==> src/rtl/usart_tx_fifo_if.sv <==
// usart_tx_fifo_if: byte-queue handshake between a producer/transmitter side and the TX FIFO
interface usart_tx_fifo_if #(parameter int DEPTH_LOG2 = 4);
   logic [7:0]          write_data;
   logic                write_strobe;
   logic                flush;
   logic                clear_overflow;
   logic [7:0]          tx_data;
   logic                tx_valid;
   logic                tx_ready;
   logic [DEPTH_LOG2:0] count;
   logic                empty;
   logic                full;
   logic                overflow;
   modport master (
      output write_data, write_strobe, flush, clear_overflow, tx_ready,
      input  tx_data, tx_valid, count, empty, full, overflow
   );
   modport slave (
      input  write_data, write_strobe, flush, clear_overflow, tx_ready,
      output tx_data, tx_valid, count, empty, full, overflow
   );
endinterface

==> src/rtl/usart_tx_fifo.sv <==
// usart_tx_fifo: byte FIFO feeding a USART transmitter, with sticky overflow and flush
module usart_tx_fifo #(
   parameter int DEPTH_LOG2 = 4
) (
   input logic            comm_clock,
   input logic            reset,
   usart_tx_fifo_if.slave bus
);
   localparam int DEPTH = 1 << DEPTH_LOG2;
   localparam logic [DEPTH_LOG2:0] DEPTH_CNT = (DEPTH_LOG2 + 1)'(DEPTH);
   logic [7:0]            mem [DEPTH];
   logic [DEPTH_LOG2-1:0] rd_ptr;
   logic [DEPTH_LOG2-1:0] wr_ptr;
   logic [DEPTH_LOG2:0]   cnt;
   logic                  ovf;
   logic                  pop;
   logic                  push;
   logic                  drop;
   // handshake decode; a pop frees a slot so a push into a full queue is still taken
   always_comb begin
      pop  = bus.tx_ready && cnt != '0;
      push = bus.write_strobe && (cnt != DEPTH_CNT || pop);
      drop = bus.write_strobe && cnt == DEPTH_CNT && !pop;
   end
   // storage array, deliberately not reset
   always_ff @(posedge comm_clock)
      if (push && !bus.flush) mem[wr_ptr] <= bus.write_data;
   // pointers, occupancy and sticky overflow; flush wins over push/pop, drop wins over clear
   always_ff @(posedge comm_clock or posedge reset)
      if (reset) begin
         rd_ptr <= '0;
         wr_ptr <= '0;
         cnt    <= '0;
         ovf    <= 1'b0;
      end else begin
         if (bus.flush) begin
            rd_ptr <= '0;
            wr_ptr <= '0;
            cnt    <= '0;
         end else begin
            if (pop) rd_ptr <= rd_ptr + DEPTH_LOG2'(1);
            if (push) wr_ptr <= wr_ptr + DEPTH_LOG2'(1);
            cnt <= cnt + (DEPTH_LOG2 + 1)'(push) - (DEPTH_LOG2 + 1)'(pop);
         end
         ovf <= drop || (ovf && !bus.clear_overflow);
      end
   // all outputs decode straight from registers
   always_comb begin
      bus.tx_data  = mem[rd_ptr];
      bus.tx_valid = cnt != '0;
      bus.count    = cnt;
      bus.empty    = cnt == '0;
      bus.full     = cnt == DEPTH_CNT;
      bus.overflow = ovf;
   end
endmodule

==> src/flat_wrapper.sv <==
// flat-port wrapper written by rule: the top's interface ports become plain ports
module usart_tx_fifo_flat 
#(
   parameter int DEPTH_LOG2 = 4
)
  (comm_clock, reset, bus_write_data, bus_write_strobe, bus_flush, bus_clear_overflow, bus_tx_ready, bus_tx_data, bus_tx_valid, bus_count, bus_empty, bus_full, bus_overflow);
  usart_tx_fifo_if #(.DEPTH_LOG2(DEPTH_LOG2)) bus_i ();
  input logic comm_clock;
  input logic reset;
  input wire logic [$bits(bus_i.write_data)-1:0] bus_write_data;
  input wire logic [$bits(bus_i.write_strobe)-1:0] bus_write_strobe;
  input wire logic [$bits(bus_i.flush)-1:0] bus_flush;
  input wire logic [$bits(bus_i.clear_overflow)-1:0] bus_clear_overflow;
  input wire logic [$bits(bus_i.tx_ready)-1:0] bus_tx_ready;
  output wire logic [$bits(bus_i.tx_data)-1:0] bus_tx_data;
  output wire logic [$bits(bus_i.tx_valid)-1:0] bus_tx_valid;
  output wire logic [$bits(bus_i.count)-1:0] bus_count;
  output wire logic [$bits(bus_i.empty)-1:0] bus_empty;
  output wire logic [$bits(bus_i.full)-1:0] bus_full;
  output wire logic [$bits(bus_i.overflow)-1:0] bus_overflow;
  assign bus_i.write_data = bus_write_data;
  assign bus_i.write_strobe = bus_write_strobe;
  assign bus_i.flush = bus_flush;
  assign bus_i.clear_overflow = bus_clear_overflow;
  assign bus_i.tx_ready = bus_tx_ready;
  assign bus_tx_data = bus_i.tx_data;
  assign bus_tx_valid = bus_i.tx_valid;
  assign bus_count = bus_i.count;
  assign bus_empty = bus_i.empty;
  assign bus_full = bus_i.full;
  assign bus_overflow = bus_i.overflow;
  usart_tx_fifo #(.DEPTH_LOG2(DEPTH_LOG2)) u_core (.comm_clock(comm_clock), .reset(reset), .bus(bus_i));
endmodule
==> config.mk <==
export PLATFORM = sky130hd
export DESIGN_NAME = usart_tx_fifo_flat
export DESIGN_NICKNAME = d
export VERILOG_FILES = /design/src/rtl/usart_tx_fifo_if.sv /design/src/rtl/usart_tx_fifo.sv /design/src/flat_wrapper.sv
export SDC_FILE = /design/constraint.sdc
export NUM_CORES = 1
export LEC_CHECK = 0
export ABC_CLOCK_PERIOD_IN_PS = 3100
export CAP_MARGIN = 5
export CORE_MARGIN = 5
export CORE_UTILIZATION = 40
export DETAILED_ROUTE_END_ITERATION = 10
export GPL_ROUTABILITY_DRIVEN = 0
export SYNTH_ARGS = -nofsm -noshare
export SYNTH_HDL_FRONTEND = slang
export SYNTH_SLANG_ARGS = --single-unit
==> constraint.sdc <==
create_clock -name comm_clock -period 3.1 [get_ports comm_clock]
set_input_delay 0.62 -clock comm_clock [delete_from_list [all_inputs] [get_ports comm_clock]]
set_output_delay 0.62 -clock comm_clock [all_outputs]
set_load 0.02 [all_outputs]
==> results.md <==
* Outcome: completed
* Mean routed wirelength per cell at 19.2 microns
* Final-layout setup total negative slack at 0 ps
* Peak ir drop on the vdd network at around 0.52 mV
* Number of clock sinks at 142
* F_max at roughly 340 MHz
* Num CTS Buffers at 17
* Number of antenna violations at the first check in global routing at 0
* Top-area cell type share of the netlist area at ~65%
* Post-synth net total at 367
* Post-layout instance count excluding filler cells at ~600
* Die Ht at 132 microns
* Minimum period implied by the final worst setup slack at 2980 ps
* Clock-pin slew on the worst setup and hold paths at approximately 60 ps
* Clock tree from TritonCTS: built
* Unrepaired setup endpoints after global routing: no
* Total number of yosys warnings at 0
* Category of the worst setup path launch point: flip-flop
* Die Footprint at ~17,000 sq um
* Signed area change from the synthesized netlist to the final layout at 22.3%
* Avg Inst Size Synth at between 15 and 20 sq um
* Number of synthesized flops with an enable pin at approximately 130
* Number of placed instances with taps included at between 500 and 600
* CP Capture Type: output port
* Wire length of the first global-routing pass at around 18 mm
* Overflow left after global routing at 0
* Port bufs at 30
* Cell leakage power at approximately 2.6 nW
* Final period utilization at a little over nine tenths
* IO Pins at 31
* Synthesized instance count at around 340
* Maximum count of clock buffers along a single path at 2
* Worst min path class: reg2reg
* Share of the yosys chip area belonging to registers at roughly 71%
* Worst rel slew slack at 59.9%
* First DRT Iteration DRCs at roughly 160
* Post-synthesis register bit count at approximately 140
* Detailed placement HPWL at 7.79 mm
* Maximum net fanout on the critical path at 16
* Setup violations, final at 0
* Worst-Skew Late Latency at around 420 ps
* Rows at between 40 and 50
* Antenna Nets Post-Route at 0
* Maximum number of pins on one net before global-route repair at 32
* Via count normalized by instance count at slightly above 5
* Final hold vios at 0
* Critical Path RT at ~2500 ps
* Fraction of layout cells with a size suffix above 1 at between 20 and 25%
* DRC Markers at 0
* Die Span X at ~130 microns
* Maximum Capacitance Violations at 0
* Area inside the core boundary at between 10,000 and 15,000 sq um
* Most used standard cells in the synthesized netlist: sky130_fd_sc_hd__edfxtp_1 (128), sky130_fd_sc_hd__mux2i_1 (33), sky130_fd_sc_hd__nor2_1 (25)
* Number of antenna repair diodes at 0
* Transition at the pin with the smallest max-transition slack at 599 ps
* Initial core utilization at 40.8%
* Hold_buf cts at 0
* Total track usage at between 10 and 15%
* Post-route clock skew at ~6.5 ps
* Flip-flop cell with the highest count after synthesis: sky130_fd_sc_hd__edfxtp_1
* Root Buffer Master: sky130_fd_sc_hd__clkbuf_16
* Cell variety after synth at 39
* First-pass DRT Iterations at 4
* Total standard cell area after synthesis at between 5000 and 6000 sq um
* # H-tree levels at 4
* Via count of the first global-routing pass at roughly 3,200
* Power density normalized to cell area at approximately 770 nW/um^2
* Post-synthesis async set-or-reset flop share at just under 10%
* Number of vias after detailed routing at 3,106
* Endpoint arrival time on the critical path at about 2400 ps
* Hold WS at between 500 and 600 ps
* Cell type with the largest total area after synthesis: sky130_fd_sc_hd__edfxtp_1
* Pins over their slew limit at 0
* Cell with the most instances after synthesis: sky130_fd_sc_hd__edfxtp_1
* Number of nets in the layout at 429
* Ranking of synthesized cells by area: sky130_fd_sc_hd__edfxtp_1 (65%), sky130_fd_sc_hd__mux4_2 (6.1%), sky130_fd_sc_hd__dfrtp_1 (5.9%)
* Critical path class: reg2out
* Final routed wirelength across all metal layers at ~12 mm
[cell usage in the layout (no fill, tap or decap), types with 2 or more instances in the layout]
master	instances
sky130_fd_sc_hd__bufinv_16	4
sky130_fd_sc_hd__a22oi_1	8
sky130_fd_sc_hd__o21ai_0	7
sky130_fd_sc_hd__nand3_1	4
sky130_fd_sc_hd__o21ai_1	2
sky130_fd_sc_hd__dfrtp_1	13
sky130_fd_sc_hd__a221oi_1	4
sky130_fd_sc_hd__edfxtp_1	128
sky130_fd_sc_hd__clkdlybuf4s50_1	23
sky130_fd_sc_hd__inv_6	4
sky130_fd_sc_hd__xnor2_1	3
sky130_fd_sc_hd__buf_12	2
sky130_fd_sc_hd__nand2_1	15
sky130_fd_sc_hd__nor2_1	25
sky130_fd_sc_hd__a21oi_1	3
sky130_fd_sc_hd__clkbuf_16	19
sky130_fd_sc_hd__ha_1	10
sky130_fd_sc_hd__xor2_1	4
sky130_fd_sc_hd__clkinv_1	2
sky130_fd_sc_hd__dlygate4sd2_1	6
sky130_fd_sc_hd__clkinv_2	2
sky130_fd_sc_hd__mux4_2	16
sky130_fd_sc_hd__mux2i_1	33
sky130_fd_sc_hd__inv_1	14
sky130_fd_sc_hd__clkinvlp_4	2
sky130_fd_sc_hd__buf_4	27
sky130_fd_sc_hd__nor2b_1	5
sky130_fd_sc_hd__a221oi_2	12
[sequential cells by signal, summed over array words and instances (netlist names)]
register	flops
u_core.wr_ptr	4
u_core.bus.overflow	1
u_core.bus.count	5
u_core.rd_ptr	4
u_core.mem	128
[cell families after synthesis]
| family | count (synthesis) | share of synthesized area, % |
|---|---|---|
| AO/OA/AOI/OAI | 41 | 6.08 |
| XOR/XNOR | 7 | 1.03 |
| adder cells (fa/ha/maj) | 11 | 2.45 |
| buffers and inverters | 33 | 3.25 |
| flip-flops | 142 | 70.7 |
| multiplexers | 50 | 11.8 |
| AND/OR/NAND/NOR | 58 | 4.60 |
[power by group]
group	switching, mW	internal [mW]	total [mW]
sequential	0.0545	2.15	2.21
combinational	0.657	0.625	1.28
clock	0.759	1.35	2.10
total	1.47	4.12	5.59
[layer usage]
| layer | share of wire (%) | vias to the layer above | global-route usage [%] |
|---|---|---|---|
| met4 | 1.5 | 0 | 4.97 |
| li1 | - | 1457 | - |
| met3 | 4.0 | 15 | 4.08 |
| met1 | 47 | 1578 | 19.0 |
| met5 | 0 | - | 0 |
| met2 | 48 | 56 | 20.9 |
[layout make-up]
cell class,instances,area (sq um)
inverters,15,56.3
clock inverters,14,188
fillers,1247,7280
clock buffers,18,429
repair buffers,61,588
well taps,184,230
flip-flops and latches,142,4200
multi-input cells,167,1560
[critical path: stages (launching register included)]
cell and delay [ps]:
sky130_fd_sc_hd__dfrtp_2 440, sky130_fd_sc_hd__buf_12 170, sky130_fd_sc_hd__mux2i_1 150, sky130_fd_sc_hd__a221oi_2 330, sky130_fd_sc_hd__o21ai_0 140, sky130_fd_sc_hd__nand2_1 90, sky130_fd_sc_hd__clkdlybuf4s50_1 600
[final timing paths]
path,start,to,slack [ps],cells past startpoint
hold / removal,u_core.bus.overflow,u_core.bus.overflow,530,2
hold reg to reg,u_core.bus.overflow,u_core.bus.overflow,530,2
setup reg to reg,u_core.bus.count[2],u_core.bus.count[4],610,12
max in group asynchronous,reset,u_core.rd_ptr[0],2150,2
min in group asynchronous,reset,u_core.bus.overflow,550,2
setup / recovery,u_core.rd_ptr[0],bus_tx_data[0],120,6
[metrics by stage]
stage,instance area (sq um),setup WS (ps),total power [mW],utilization [%]
floorplan,5930,653,3.10,-
global placement,6560,417,3.46,45.1
detailed placement,6560,385,3.49,45.1
CTS,7190,20.2,5.58,49.4
global route,7250,0.639,5.84,49.9
finish,7250,123,5.59,49.9
[timing repair]
action | CTS | global route
buffers inserted | 0 | 1
cloned | 0 | 2
setup endpoints to repair | 8 | 3
gates resized for setup | 9 | 2
(Power assumes the default switching activity.)
